--- src/rtl/rom_port_arbiter_if.sv ---
// Requester-side bus of the ROM port arbiter.
// Requesters use the master modport and the arbiter uses the slave modport.
interface rom_port_arbiter_if #(
    parameter int N_REQ  = 4,
    parameter int ADDR_W = 17,
    parameter int DATA_W = 12
);
    logic [N_REQ-1:0]        req;
    logic [N_REQ*ADDR_W-1:0] req_addr;
    logic [N_REQ-1:0]        gnt;
    logic [N_REQ-1:0]        rd_valid;
    logic [DATA_W-1:0]       rd_data;

    modport master (
        output req, req_addr,
        input  gnt, rd_valid, rd_data
    );

    modport slave (
        input  req, req_addr,
        output gnt, rd_valid, rd_data
    );
endinterface

--- src/rtl/rom_port_arbiter.sv ---
// rom_port_arbiter: round-robin sharing of one ROM read port with tagged return.
// Optional ROM_ARB_SCENE_PRIO_EN: scene_state picks a strict-priority requester.
module rom_port_arbiter #(
    parameter int N_REQ  = 4,
    parameter int ADDR_W = 17,
    parameter int DATA_W = 12,
    parameter int RD_LAT = 2
) (
    input  logic              clk,
    input  logic              rst,
    rom_port_arbiter_if.slave bus,
    input  logic [3:0]        scene_state,
    output logic              mem_en,
    output logic [ADDR_W-1:0] mem_addr,
    input  logic [DATA_W-1:0] mem_dout,
    output logic              busy
);
    localparam int IW = (N_REQ > 1) ? $clog2(N_REQ) : 1;
    localparam logic [N_REQ-1:0] ONE = N_REQ'(1);

    logic [IW-1:0] ptr;
    logic [IW-1:0] win;
    logic [IW-1:0] nxt;
    logic [IW-1:0] gnt_id;
    logic          found;
    logic          prio;
    logic          tag_v  [RD_LAT];
    logic [IW-1:0] tag_id [RD_LAT];

    always_comb begin
        win   = '0;
        found = 1'b0;
        prio  = 1'b0;
        for (int i = 0; i < N_REQ; i++) begin
            if (!found && bus.req[IW'((int'(ptr) + i) % N_REQ)]) begin
                win   = IW'((int'(ptr) + i) % N_REQ);
                found = 1'b1;
            end
        end
`ifdef ROM_ARB_SCENE_PRIO_EN
        // Scene codes 1..N_REQ name requesters 0..N_REQ-1; others give no priority.
        if (scene_state != 4'd0 && int'(scene_state) <= N_REQ) begin
            if (bus.req[IW'(scene_state - 4'd1)]) begin
                win   = IW'(scene_state - 4'd1);
                found = 1'b1;
                prio  = 1'b1;
            end
        end
`endif
        nxt = (int'(win) + 1 == N_REQ) ? '0 : win + IW'(1);
    end

`ifndef ROM_ARB_SCENE_PRIO_EN
    logic unused_scene;
    assign unused_scene = ^scene_state;
`endif

    always_ff @(posedge clk or negedge rst) begin
        if (!rst) begin
            bus.gnt      <= '0;
            bus.rd_valid <= '0;
            bus.rd_data  <= '0;
            mem_en       <= 1'b0;
            mem_addr     <= '0;
            ptr          <= '0;
            gnt_id       <= '0;
            for (int i = 0; i < RD_LAT; i++) begin
                tag_v[i]  <= 1'b0;
                tag_id[i] <= '0;
            end
        end else begin
            mem_en  <= found;
            bus.gnt <= found ? (ONE << win) : '0;
            if (found) begin
                mem_addr <= bus.req_addr[int'(win)*ADDR_W +: ADDR_W];
                gnt_id   <= win;
                if (!prio) ptr <= nxt;
            end
            // The tag enters one cycle after the grant, aligned with the ROM request.
            tag_v[0]  <= mem_en;
            tag_id[0] <= gnt_id;
            for (int i = 1; i < RD_LAT; i++) begin
                tag_v[i]  <= tag_v[i-1];
                tag_id[i] <= tag_id[i-1];
            end
            bus.rd_valid <= tag_v[RD_LAT-1] ? (ONE << tag_id[RD_LAT-1]) : '0;
            if (tag_v[RD_LAT-1]) bus.rd_data <= mem_dout;
        end
    end

    always_comb begin
        busy = mem_en;
        for (int i = 0; i < RD_LAT; i++) busy = busy | tag_v[i];
    end
endmodule

--- src/flat_wrapper.sv ---
// flat-port wrapper written by rule: the top's interface ports become plain ports
module rom_port_arbiter_flat 
#(
    parameter int N_REQ  = 4,
    parameter int ADDR_W = 17,
    parameter int DATA_W = 12,
    parameter int RD_LAT = 2
)
  (clk, rst, scene_state, mem_en, mem_addr, mem_dout, busy, bus_req, bus_req_addr, bus_gnt, bus_rd_valid, bus_rd_data);
  rom_port_arbiter_if #(.N_REQ(N_REQ), .ADDR_W(ADDR_W), .DATA_W(DATA_W)) bus_i ();
  input  logic clk;
  input  logic rst;
  input  logic [3:0] scene_state;
  output logic mem_en;
  output logic [ADDR_W-1:0] mem_addr;
  input  logic [DATA_W-1:0] mem_dout;
  output logic busy;
  input wire logic [$bits(bus_i.req)-1:0] bus_req;
  input wire logic [$bits(bus_i.req_addr)-1:0] bus_req_addr;
  output wire logic [$bits(bus_i.gnt)-1:0] bus_gnt;
  output wire logic [$bits(bus_i.rd_valid)-1:0] bus_rd_valid;
  output wire logic [$bits(bus_i.rd_data)-1:0] bus_rd_data;
  assign bus_i.req = bus_req;
  assign bus_i.req_addr = bus_req_addr;
  assign bus_gnt = bus_i.gnt;
  assign bus_rd_valid = bus_i.rd_valid;
  assign bus_rd_data = bus_i.rd_data;
  rom_port_arbiter #(.N_REQ(N_REQ), .ADDR_W(ADDR_W), .DATA_W(DATA_W), .RD_LAT(RD_LAT)) u_core (.clk(clk), .rst(rst), .bus(bus_i), .scene_state(scene_state), .mem_en(mem_en), .mem_addr(mem_addr), .mem_dout(mem_dout), .busy(busy));
endmodule
--- config.mk ---
export PLATFORM = sky130hd
export DESIGN_NAME = rom_port_arbiter_flat
export DESIGN_NICKNAME = d
export VERILOG_FILES = /design/src/rtl/rom_port_arbiter_if.sv /design/src/rtl/rom_port_arbiter.sv /design/src/flat_wrapper.sv
export SDC_FILE = /design/constraint.sdc
export NUM_CORES = 1
export LEC_CHECK = 0
export ABC_AREA = 1
export BUFFER_PORTS_ARGS = -buffer_cell sky130_fd_sc_hd__buf_2
export CAP_MARGIN = 20
export CORE_MARGIN = 2
export CORE_UTILIZATION = 47
export CTS_CLUSTER_DIAMETER = 60
export DETAILED_ROUTE_END_ITERATION = 8
export PLACE_DENSITY_LB_ADDON = 0.05
export RECOVER_POWER = 50
export SETUP_SLACK_MARGIN = 0.02
export SLEW_MARGIN = 40
export SYNTH_ARGS = -nofsm -noshare
export SYNTH_HDL_FRONTEND = slang
export SYNTH_SLANG_ARGS = --single-unit
--- constraint.sdc ---
create_clock -name clk -period 2.3 [get_ports clk]
set_input_delay 0.46 -clock clk [delete_from_list [all_inputs] [get_ports clk]]
set_output_delay 0.46 -clock clk [all_outputs]
set_load 0.005 [all_outputs]
# == Word-level counts from Yosys, hierarchy flattened ==
# Cells that the tools add are included.
# classes
add_sub_neg,5
n_mul,1
n_lt_le_gt_ge,4
n_eq_ne,1
shifts,3
muxes,23
n_bitwise,2
reduce_logical,6
# op_table
cell,n
$shiftx 68x32->17,1
$eq 32x4->1 const B,1
$lt 2x4->1 const B,4
$mux 1,12
$mux 2,5
$bmux 1 s2,4
$mux 4,2
$shl 1x2->4 const A,2
$mul 2x5->7 const B,1
$add 2x1->2 const B,2
$add 2x2->2 const B,2
$add 2x1->3 const B,1
$logic_and 1x1->1,3
$logic_not 1->1,3
$or 1x1->1,2
# totals
regBits,48
in_bits,90
out_inout_bits,39
word_cells,56

# == Longest topological paths before layout ==
# Gate-level depths: netlist (run 1).
# depth
word_depth,16
ltp_mapped,15
ltp_nobuf,13

# == Least setup slack after synthesis (run 1) ==
# OpenSTA, ideal clock, no wires.
# synth_timing
path_kind,reg2reg
startpoint,reg u_core.ptr[0]
endpoint,reg u_core.ptr[1]
setup_ps,83
t_arrival_ps,1820
required_time_ps,2217
setup_slack_ps,398
stages_incl_launch_ff,14
n_path_buf,3
synth_period_minus_slack_ps,1902
path_cell_list,dfrtp_1 buf_6 inv_6 nand2_1 nand3_1 nand2_1 inv_2 nand2_1 nand2_4 nand3_2 buf_6 buf_6 ha_1 o21ai_0
# synth_between
elab_chain_cells,16
elab_cells_between_ends,33
cone_classes,add/sub: 5; eq/ne: 1; mux: 21; reduce/logical: 6
# synth_lines
element,line,text
"start, declared",rom_port_arbiter.sv:21,logic [IW-1:0] ptr;
"start signal, assigned",rom_port_arbiter.sv:77,if (!prio) ptr <= nxt;
"parallel branches: the longest is 16 deep, another holds $add 2x1->2",--,
# Parallel ways; which one is timed is not known. The select of a mux whose other input is x is not followed.
# A chain may end at the register's enable or synchronous reset.

# == Final worst setup path (run 1) ==
# layout_timing
startpoint,reg u_core.ptr[0]
endpoint,reg u_core.mem_addr[7]
# layout_between
elab_chain_cells,15
elab_cells_between_ends,31
cone_classes,add/sub: 3; mul: 1; shift: 1; mux: 20; reduce/logical: 6
# layout_lines
element,line,text
"parallel branches: the longest is 15 deep, another holds $add 2x1->2",--,
"end signal, assigned",rom_port_arbiter.sv:75,mem_addr <= bus.req_addr[int'(win)*ADDR_W +: ADDR_W];
"end, declared",rom_port_arbiter.sv:14,"output logic [ADDR_W-1:0] mem_addr,"
# Parallel ways; which one is timed is not known. The select of a mux whose other input is x is not followed.

==> results of run 1 <==
## flip-flops by register name, indices dropped and copies added, names as in the netlist
signal and flops:
u_core.gnt_id 2, u_core.bus.gnt 4, u_core.bus.rd_valid 4, u_core.mem_en 1, u_core.bus.rd_data 12, u_core.tag_v 2
u_core.ptr 2, u_core.tag_id 4, u_core.mem_addr 17
## routing by layer
layer / global-route usage / wire length [µm]
met3: 0.04944 / 405
met4: 0.06102 / 93
met1: 0.2757 / 2949
met5: 0 / 0
met2: 0.3850 / 3298
## path summary, 6_finish.rpt
path / start / to / slack (ns) / cells past startpoint
setup / recovery: u_core.ptr[0] / u_core.mem_addr[7] / 0.31 / 12
hold / removal: u_core.tag_id[3] / u_core.tag_id[1] / 0.35 / 0
setup reg to reg: u_core.ptr[0] / u_core.mem_addr[7] / 0.31 / 12
hold reg to reg: u_core.tag_id[3] / u_core.tag_id[1] / 0.35 / 0
max in group asynchronous: rst / u_core.mem_addr[11] / 0.54 / 2
min in group asynchronous: rst / u_core.mem_addr[6] / 0.59 / 1
## final cells by class
cell class              instances  share of cell area
clock buffers                   5             0.01948
clock inverters                 2             0.01700
inverters                      45             0.04924
multi-input cells             263              0.3461
flip-flops and latches         48              0.3404
well taps                      72             0.02550
repair buffers                139              0.2023
## cells in the mapped netlist, drive strengths merged
master	n
o21ai	4
nor3	4
clkinv	1
nand3	39
or2	10
nand4	35
inv	44
ha	1
dfrtp	48
nand2	144
clkbuf	2
nor2	26
buf	19
## metrics by stage
step | setup slack, ns | hold slack (ns)
final | 0.3066 | 0.3531
after global routing | 0.05361 | 0.3629
after CTS | 0.1289 | 0.2242
after detailed placement | 0.1550 | 0.3362
after global placement | 0.1952 | 0.3328
after floorplan | 0.3978 | 0.1644
## what timing repair did
action / CTS / global route
resized for setup: 0 / 2
setup buffers: 0 / 0
endpoints found under the hold margin: 0 / 0
setup endpoints to repair: 0 / 16
## worst register-to-register path, delay by kind of cell (launching register included)
kind,cells,cell delay [ns]
and+or+nand+nor,10,1.06
DFF,1,0.50
buffers and inverters,2,0.35
## power breakdown
group          total [mW]  switching, mW  internal [mW]
clock               0.698          0.270          0.428
combinational        3.64           2.24           1.39
sequential           1.54          0.241           1.29
total                5.87           2.76           3.12
## kinds of logic after synthesis
| group | synth area share |
|---|---|
| AO/OA/AOI/OAI | 0.007350 |
| adder cells (fa/ha/maj) | 0.004593 |
| buffers and inverters | 0.1130 |
| flip-flops | 0.4410 |
| AND/OR/NAND/NOR | 0.4341 |
==> flow_metrics.tcl, run 1 <==
set metrics [dict create \
    hold_viol 0 \
    setup_viol 0 \
    cp_num_buf_inv 2 \
    drc 0 \
    required_ns 2.53 \
    design.die.area_um2 6420 \
    cp_slowest_cell "dfrtp_2" \
    cpMostUsedCell "nand2_1" \
    start_kind "register" \
    hold_class "register to register" \
    peakVddDrop_uv 1099 \
    drive_above_1_share 0.3008 \
    netlist.top_cell.by_area "dfrtp_1" \
    core_area_um2 5540 \
    violations "capacitance limit, slew limit" \
    skew_ns 0.005015 \
    leakage_nw 2.048 \
    p_total_mw 5.872 \
    final_cells 574 \
    cts_htree_levels 2 \
    path_class "register to register" \
    std_cell_rows 27 \
    diodes 0 \
    synth_cell_types 24 \
    placedCellCount 567 \
    crit_path_end_kind "register" \
    synth-seq-area-share 0.4410 \
    crit_arrival_ns 2.22 \
    vias 2764 \
    grt_pass1_wl_um 11260 \
    wl_um 6747 \
    status "complete, but fails checks" \
    clock-root-buffer "clkbuf_8" \
    ys_ff_latch 48 \
    final_cell_mix "142 x nand2_1, 118 x buf_2, 47 x dfrtp_1" \
    grt_pass1_vias 2565 \
    hpwl_um 5111 \
    drv_slew 34 \
    slew_headroom -0.1195 \
    cp_max_fo 15 \
    gr-total-overflow 0 \
    cts_sinks 48 \
    ff_latch_area_um2 1202 \
    ant_nets 0 \
    synth_area_um2 2724 \
    rsz0062_at_grt "false" \
    gp_congestion 0.8324 \
    crit_chain "inv_6 > nand2_1 > nand3_1 > nand2_1 > nor2_4 > nand3_4 > nand3_4 > buf_4 > nand2_1 > nand3_1 > nand2_1 > nor2_1" \
    nNetsFinal 593 \
    powerDensity_nw_per_um2 1662 \
    drtPass1Iterations 4 \
    worstSkewPairLatency_ns 0.29 \
    max_freq_mhz 501.7 \
    synth_nets 468 \
    synth_top_cell_area_share 0.4410 \
    synthCells 377 \
    initial_utilization 0.4916 \
    avgRoutedWirePerCell_um 11.75 \
    clk_pin_slew_ns 0.09 \
    yosysWarnings 0 \
    critical_path.top_delay_family "simple AND/OR/NAND/NOR gates" \
    utilization 0.6375 \
    fp.dieH_um 80.13 \
    worst_slew_pin_slew_ns 1.679 \
    cts_tree "yes" \
    fill_cells 561 \
    multiInputGateArea_um2 1222 \
    boundaryPins 129 \
    drt_first_iter_violations 171 \
    io_buffers 124 \
    slowest_delay_ns 0.50 \
    drv_cap 1 \
    area_growth_pct 29.67 \
    setup_tns_ns 0 \
    cts_hold_buffers 0 \
    final_area_um2 3532 \
    grt_start_max_net_pins 34 \
    avgSynthCellArea_um2 7.225 \
    synthTopCellsByArea "dfrtp_1 44%, nand2_1 20%, nand4_1 8.0%, nand3_1 6.6%, inv_1 5.4%" \
    grtUsageTotal 0.2212 \
    final_common_cell "nand2_1" \
    fp.dieW_um 80.13 \
    cts_buffer_depth 2 \
    dpl-instance-area_um2 3413 \
    cts_buffers 5 \
    antenna_found_initial 0 \
    route.detailed.vias_per_inst 4.815 \
    fin_crit_sh 0.8667 \
    fin_crit_ns 1.993 \
]
Note: power is estimated with default switching activity, not from simulation.
==> run 2: changes to the inputs <==
Settings changed: MAX_ROUTING_LAYER from default to met4.
==> run 2 against run 1 <==
Against the previous run: the flow still finishes with violations (capacitance limit, slew limit); worst hold slack about the same; sequential power about the same; design area is the same; maximum frequency about the same; critical path depth is the same; utilization is the same; combinational power barely moved; wire length fell by 0.16%; highest routed layer unchanged.
==> flow_metrics.tcl, run 2 (synthesis gave the netlist of run 1 again) <==
set metrics [dict create \
    p_total_mw 5.874 \
    nNetsFinal 593 \
    cts_buffer_depth 2 \
    r2r_end "u_core.mem_addr[16]" \
    cts_tree "yes" \
    utilization 0.6375 \
    largest_register_ffs 17 \
    cts_htree_levels 2 \
    required_ns 2.53 \
    fp.dieH_um 80.13 \
    multiInputGateArea_um2 1222 \
    cp_num_buf_inv 2 \
    start_kind "register" \
    drt_first_iter_violations 173 \
    diodes 0 \
    drc 0 \
    regToRegSetupSlack_ns 0.30 \
    gr-total-overflow 0 \
    pre_cts_ws_ns 0.1550 \
    path_class "register to register" \
    std_cell_rows 27 \
    avgRoutedWirePerCell_um 11.74 \
    r2r_cells 12 \
    leakage_nw 2.048 \
    fin_crit_ns 1.995 \
    cts_sinks 48 \
    clk_pin_slew_ns 0.09 \
    worst_slew_pin_slew_ns 1.677 \
    top_regs "u_core.mem_addr: 17 flops, u_core.bus.rd_data: 12 flops" \
    io_buffers 124 \
    drv_slew 34 \
    route.detailed.vias_per_inst 4.805 \
    powerDensity_nw_per_um2 1663 \
    reg2reg_from "u_core.ptr[0]" \
    violations "capacitance limit, slew limit" \
    fp.dieW_um 80.13 \
    drv_cap 1 \
    crit_chain "inv_6 > nand2_1 > nand3_1 > nand2_1 > nor2_4 > nand3_4 > nand3_4 > buf_4 > nand2_1 > nand3_1 > nand2_1 > nor2_1" \
    fill_cells 561 \
    drtPass1Iterations 6 \
    fin_crit_sh 0.8675 \
    ff_latch_area_um2 1202 \
    slew_headroom -0.1180 \
    cp_max_fo 15 \
    wl_um 6736 \
    crit_arrival_ns 2.23 \
    hold_end "u_core.tag_id[1]" \
    gp_congestion 0.8452 \
    critical_path.top_delay_family "simple AND/OR/NAND/NOR gates" \
    crit_path_end_kind "register" \
    cts_buffers 5 \
    largest_register "u_core.mem_addr" \
    hold_class "register to register" \
    grt_start_max_net_pins 34 \
    min_from "u_core.tag_id[3]" \
    antenna_found_initial 0 \
    whs_path_depth 0 \
    slowest_delay_ns 0.50 \
    boundaryPins 129 \
    setup_tns_ns 0 \
    grtUsageTotal 0.2275 \
    vias 2758 \
    final_common_cell "nand2_1" \
    clock-root-buffer "clkbuf_8" \
    rsz0062_at_grt "false" \
    skew_ns 0.006206 \
    status "complete, but fails checks" \
    post_cts_buffers 0 \
    hpwl_um 5111 \
    max_freq_mhz 501.2 \
    core_area_um2 5540 \
    hold_viol 0 \
    grt_pass1_vias 2557 \
    cpMostUsedCell "nand2_1" \
    design.die.area_um2 6420 \
    drive_above_1_share 0.3008 \
    setup_ws_ns 0.3048 \
    peakVddDrop_uv 1100 \
    final_cell_mix "142 x nand2_1, 118 x buf_2, 47 x dfrtp_1" \
    area_growth_pct 29.67 \
    worstSkewPairLatency_ns 0.29 \
    final_cells 574 \
    grt_pass1_wl_um 11270 \
    placedCellCount 567 \
    ant_nets 0 \
    cp_slowest_cell "dfrtp_2" \
    setup_viol 0 \
    initial_utilization 0.4916 \
]
-- run 2: metrics by stage --
step	cell area [µm²]	hold slack, ns
6_report	3532	0.3529
5_1_grt	3532	0.3629
4_1_cts	3542	0.2242
3_5_place_dp	3413	0.3362
3_3_place_gp	3413	0.3328
2_1_floorplan	2724	0.1644
-- run 2: cell type report --
class                   instances  share of cell area
repair buffers                139              0.2023
clock inverters                 2             0.01700
flip-flops and latches         48              0.3404
well taps                      72             0.02550
multi-input cells             263              0.3461
inverters                      45             0.04924
clock buffers                   5             0.01948
-- run 2: worst max-delay path by stage --
stage / from / to / slack [ns] / cells past startpoint
after CTS: u_core.ptr[0] / u_core.mem_addr[7] / 0.13 / 13
final: u_core.ptr[0] / u_core.mem_addr[16] / 0.30 / 12
after detailed placement: u_core.ptr[0] / u_core.mem_addr[7] / 0.15 / 13
after global placement: u_core.ptr[0] / u_core.mem_addr[14] / 0.20 / 14
after global routing: u_core.ptr[0] / u_core.mem_addr[7] / 0.05 / 12
after floorplan: u_core.ptr[0] / u_core.ptr[1] / 0.40 / 13
-- run 2: metal layers --
layer,vias up,track usage,part of all wire
li1,1441,-,-
met1,1234,0.2800,0.44
met2,75,0.3842,0.49
met3,8,0.04494,0.060
met4,0,0.06102,0.014
met5,-,-,0
-- run 2: power breakdown --
group | internal, mW | switching, mW | total, mW
Combinational | 1.39 | 2.25 | 3.64
Clock | 0.428 | 0.268 | 0.696
Sequential | 1.29 | 0.240 | 1.54
Total | 3.12 | 2.76 | 5.87
-- run 2: what timing repair did --
| item | CTS | global route |
|---|---|---|
| hold buffers | 0 | 0 |
| setup endpoints to repair | 0 | 16 |
| resized for setup | 0 | 2 |
==> run 3: changes to the inputs <==
Settings changed: ABC_CLOCK_PERIOD_IN_PS from default to 2300, CELL_PAD_IN_SITES_DETAIL_PLACEMENT from default to 0, CELL_PAD_IN_SITES_GLOBAL_PLACEMENT from default to 2, CORE_UTILIZATION 47 to 24.
==> run 3 against run 2 <==
Against the previous run: the flow now finishes without violations; non-clock buffer count rose by 1; worst hold slack better by 0.0035 ns; worst setup slack worse by 0.015 ns; via count grew 0.73%; first-iteration DRC count shrank 6.4%; register-to-register slack got worse by 0.02 ns; clock skew decreased by 0.00093 ns; maximum frequency down 0.75%; wire length up 27%; global-route usage down 8.5 points; largest cell class unchanged; design area up 4.1%; utilization down 30 points.
==> flow_metrics.tcl, run 3 (synthesis gave the netlist of run 1 again) <==
set metrics [dict create \
    drive_above_1_share 0.3095 \
    cts_tree "yes" \
    utilization 0.3362 \
    top_regs "u_core.mem_addr: 17 flops, u_core.bus.rd_data: 12 flops" \
    cts_htree_levels 2 \
    gp_congestion 0.7656 \
    fp.dieH_um 110.5 \
    largest_register "u_core.mem_addr" \
    cts_hold_buffers 0 \
    boundaryPins 129 \
    setup_tns_ns 0 \
    largest_register_ffs 17 \
    fin_crit_ns 2.010 \
    final_common_cell "nand2_1" \
    hpwl_um 6369 \
    nNetsFinal 594 \
    worstSkewPairLatency_ns 0.28 \
    design.die.area_um2 12220 \
    cts_sinks 48 \
    route.detailed.vias_per_inst 4.314 \
    slew_headroom 0.2086 \
    fin_crit_sh 0.8741 \
    ant_nets 0 \
    required_ns 2.50 \
    final_cell_mix "142 x nand2_1, 118 x buf_2, 47 x dfrtp_1" \
    hold_viol 0 \
    max_freq_mhz 497.4 \
    drv_slew 0 \
    fp.dieW_um 110.5 \
    cp_max_fo 21 \
    antenna_found_initial 0 \
    cts_buffers 5 \
    area_growth_pct 34.96 \
    setup_viol 0 \
    cts_resized 0 \
    cts_buffer_depth 2 \
    diodes 0 \
    core_area_um2 10940 \
    avgRoutedWirePerCell_um 13.29 \
    vias 2778 \
    hold_class "register to register" \
    rsz0062_at_grt "false" \
    drtPass1Iterations 4 \
    powerDensity_nw_per_um2 1680 \
    crit_arrival_ns 2.21 \
    leakage_nw 2.082 \
    clock-root-buffer "clkbuf_16" \
    post_cts_buffers 0 \
    drt_first_iter_violations 162 \
    gr-total-overflow 0 \
    worst_slew_pin_slew_ns 1.187 \
    grt_pass1_vias 2675 \
    initial_utilization 0.2491 \
    grt_start_max_net_pins 35 \
    clk_pin_slew_ns 0.07 \
    crit_path_end_kind "register" \
    peakVddDrop_uv 524.7 \
    status "finished clean" \
    path_class "register to register" \
    grtUsageTotal 0.1423 \
    std_cell_rows 38 \
    regToRegSetupSlack_ns 0.29 \
    io_buffers 124 \
    start_kind "register" \
    wl_um 8558 \
    skew_ns 0.005275 \
    drv_cap 0 \
    drc 0 \
    grt_pass1_wl_um 13710 \
]
-- run 3: cell count changes in the layout (fill, tap and decap cells not counted), moves of 2 or more --
cell,before,now
bufinv_16,2,0
clkbuf_16,0,5
buf_12,0,2
clkbuf_8,5,1
clkinvlp_4,0,2
clkbuf_1,9,6
-- run 3: final timing paths --
path | endpoint | from | depth (start not counted)
setup reg to reg | u_core.ptr[1] | u_core.ptr[0] | 10
setup / recovery | u_core.ptr[1] | u_core.ptr[0] | 10
hold reg to reg | u_core.tag_id[0] | u_core.tag_id[2] | 0
max in group asynchronous | u_core.ptr[0] | rst | 2
min in group asynchronous | u_core.bus.rd_valid[0] | rst | 1
hold / removal | u_core.tag_id[0] | u_core.tag_id[2] | 0
-- run 3: cell type report --
class,count,area [µm²]
Timing Repair Buffer,140,755.7
Multi-Input combinational cell,263,1215
Clock buffer,6,138.9
Inverter,45,173.9
Clock inverter,2,15.01
Fill cell,1257,7259
Tap cell,140,175.2
Sequential cell,48,1202
-- run 3: routing by layer --
layer | part of all wire | up-vias | wire length, µm | GRT usage
met2 | 0.50 | 63 | 4261 | 0.2421
li1 | - | 1447 | - | -
met4 | 0.0056 | 0 | 48 | 0.03000
met1 | 0.46 | 1266 | 3939 | 0.1773
met3 | 0.036 | 2 | 309 | 0.02634
met5 | 0 | - | 0 | -
-- run 3: critical path: stages, from the launching register on --
cell and delay, ns:
dfrtp_2 0.50, inv_6 0.13, nand2_1 0.08, nand3_1 0.09, nand2_1 0.13, nor2_4 0.16
nand3_4 0.13, nand3_2 0.14, buf_12 0.17, ha_1 0.24, o21ai_0 0.16
-- run 3: stage by stage --
stage	cells	power [mW]	hold slack [ns]	area [µm²]	worst slack, ns
global route	644	6.858	0.3618	3676	0.09209
finish	644	6.175	0.3564	3676	0.2897
CTS	644	6.339	0.1654	3697	0.1586
global placement	636	5.538	0.3401	3543	0.1928
floorplan	377	4.228	0.1644	2724	0.3978
detailed placement	636	5.569	0.3364	3543	0.1907
-- run 3: where the power goes --
part / switching [mW] / leakage, nW / internal, mW
sequential: 0.253 / 0.564 / 1.30
clock: 0.310 / 0.0691 / 0.432
combinational: 2.39 / 1.45 / 1.49
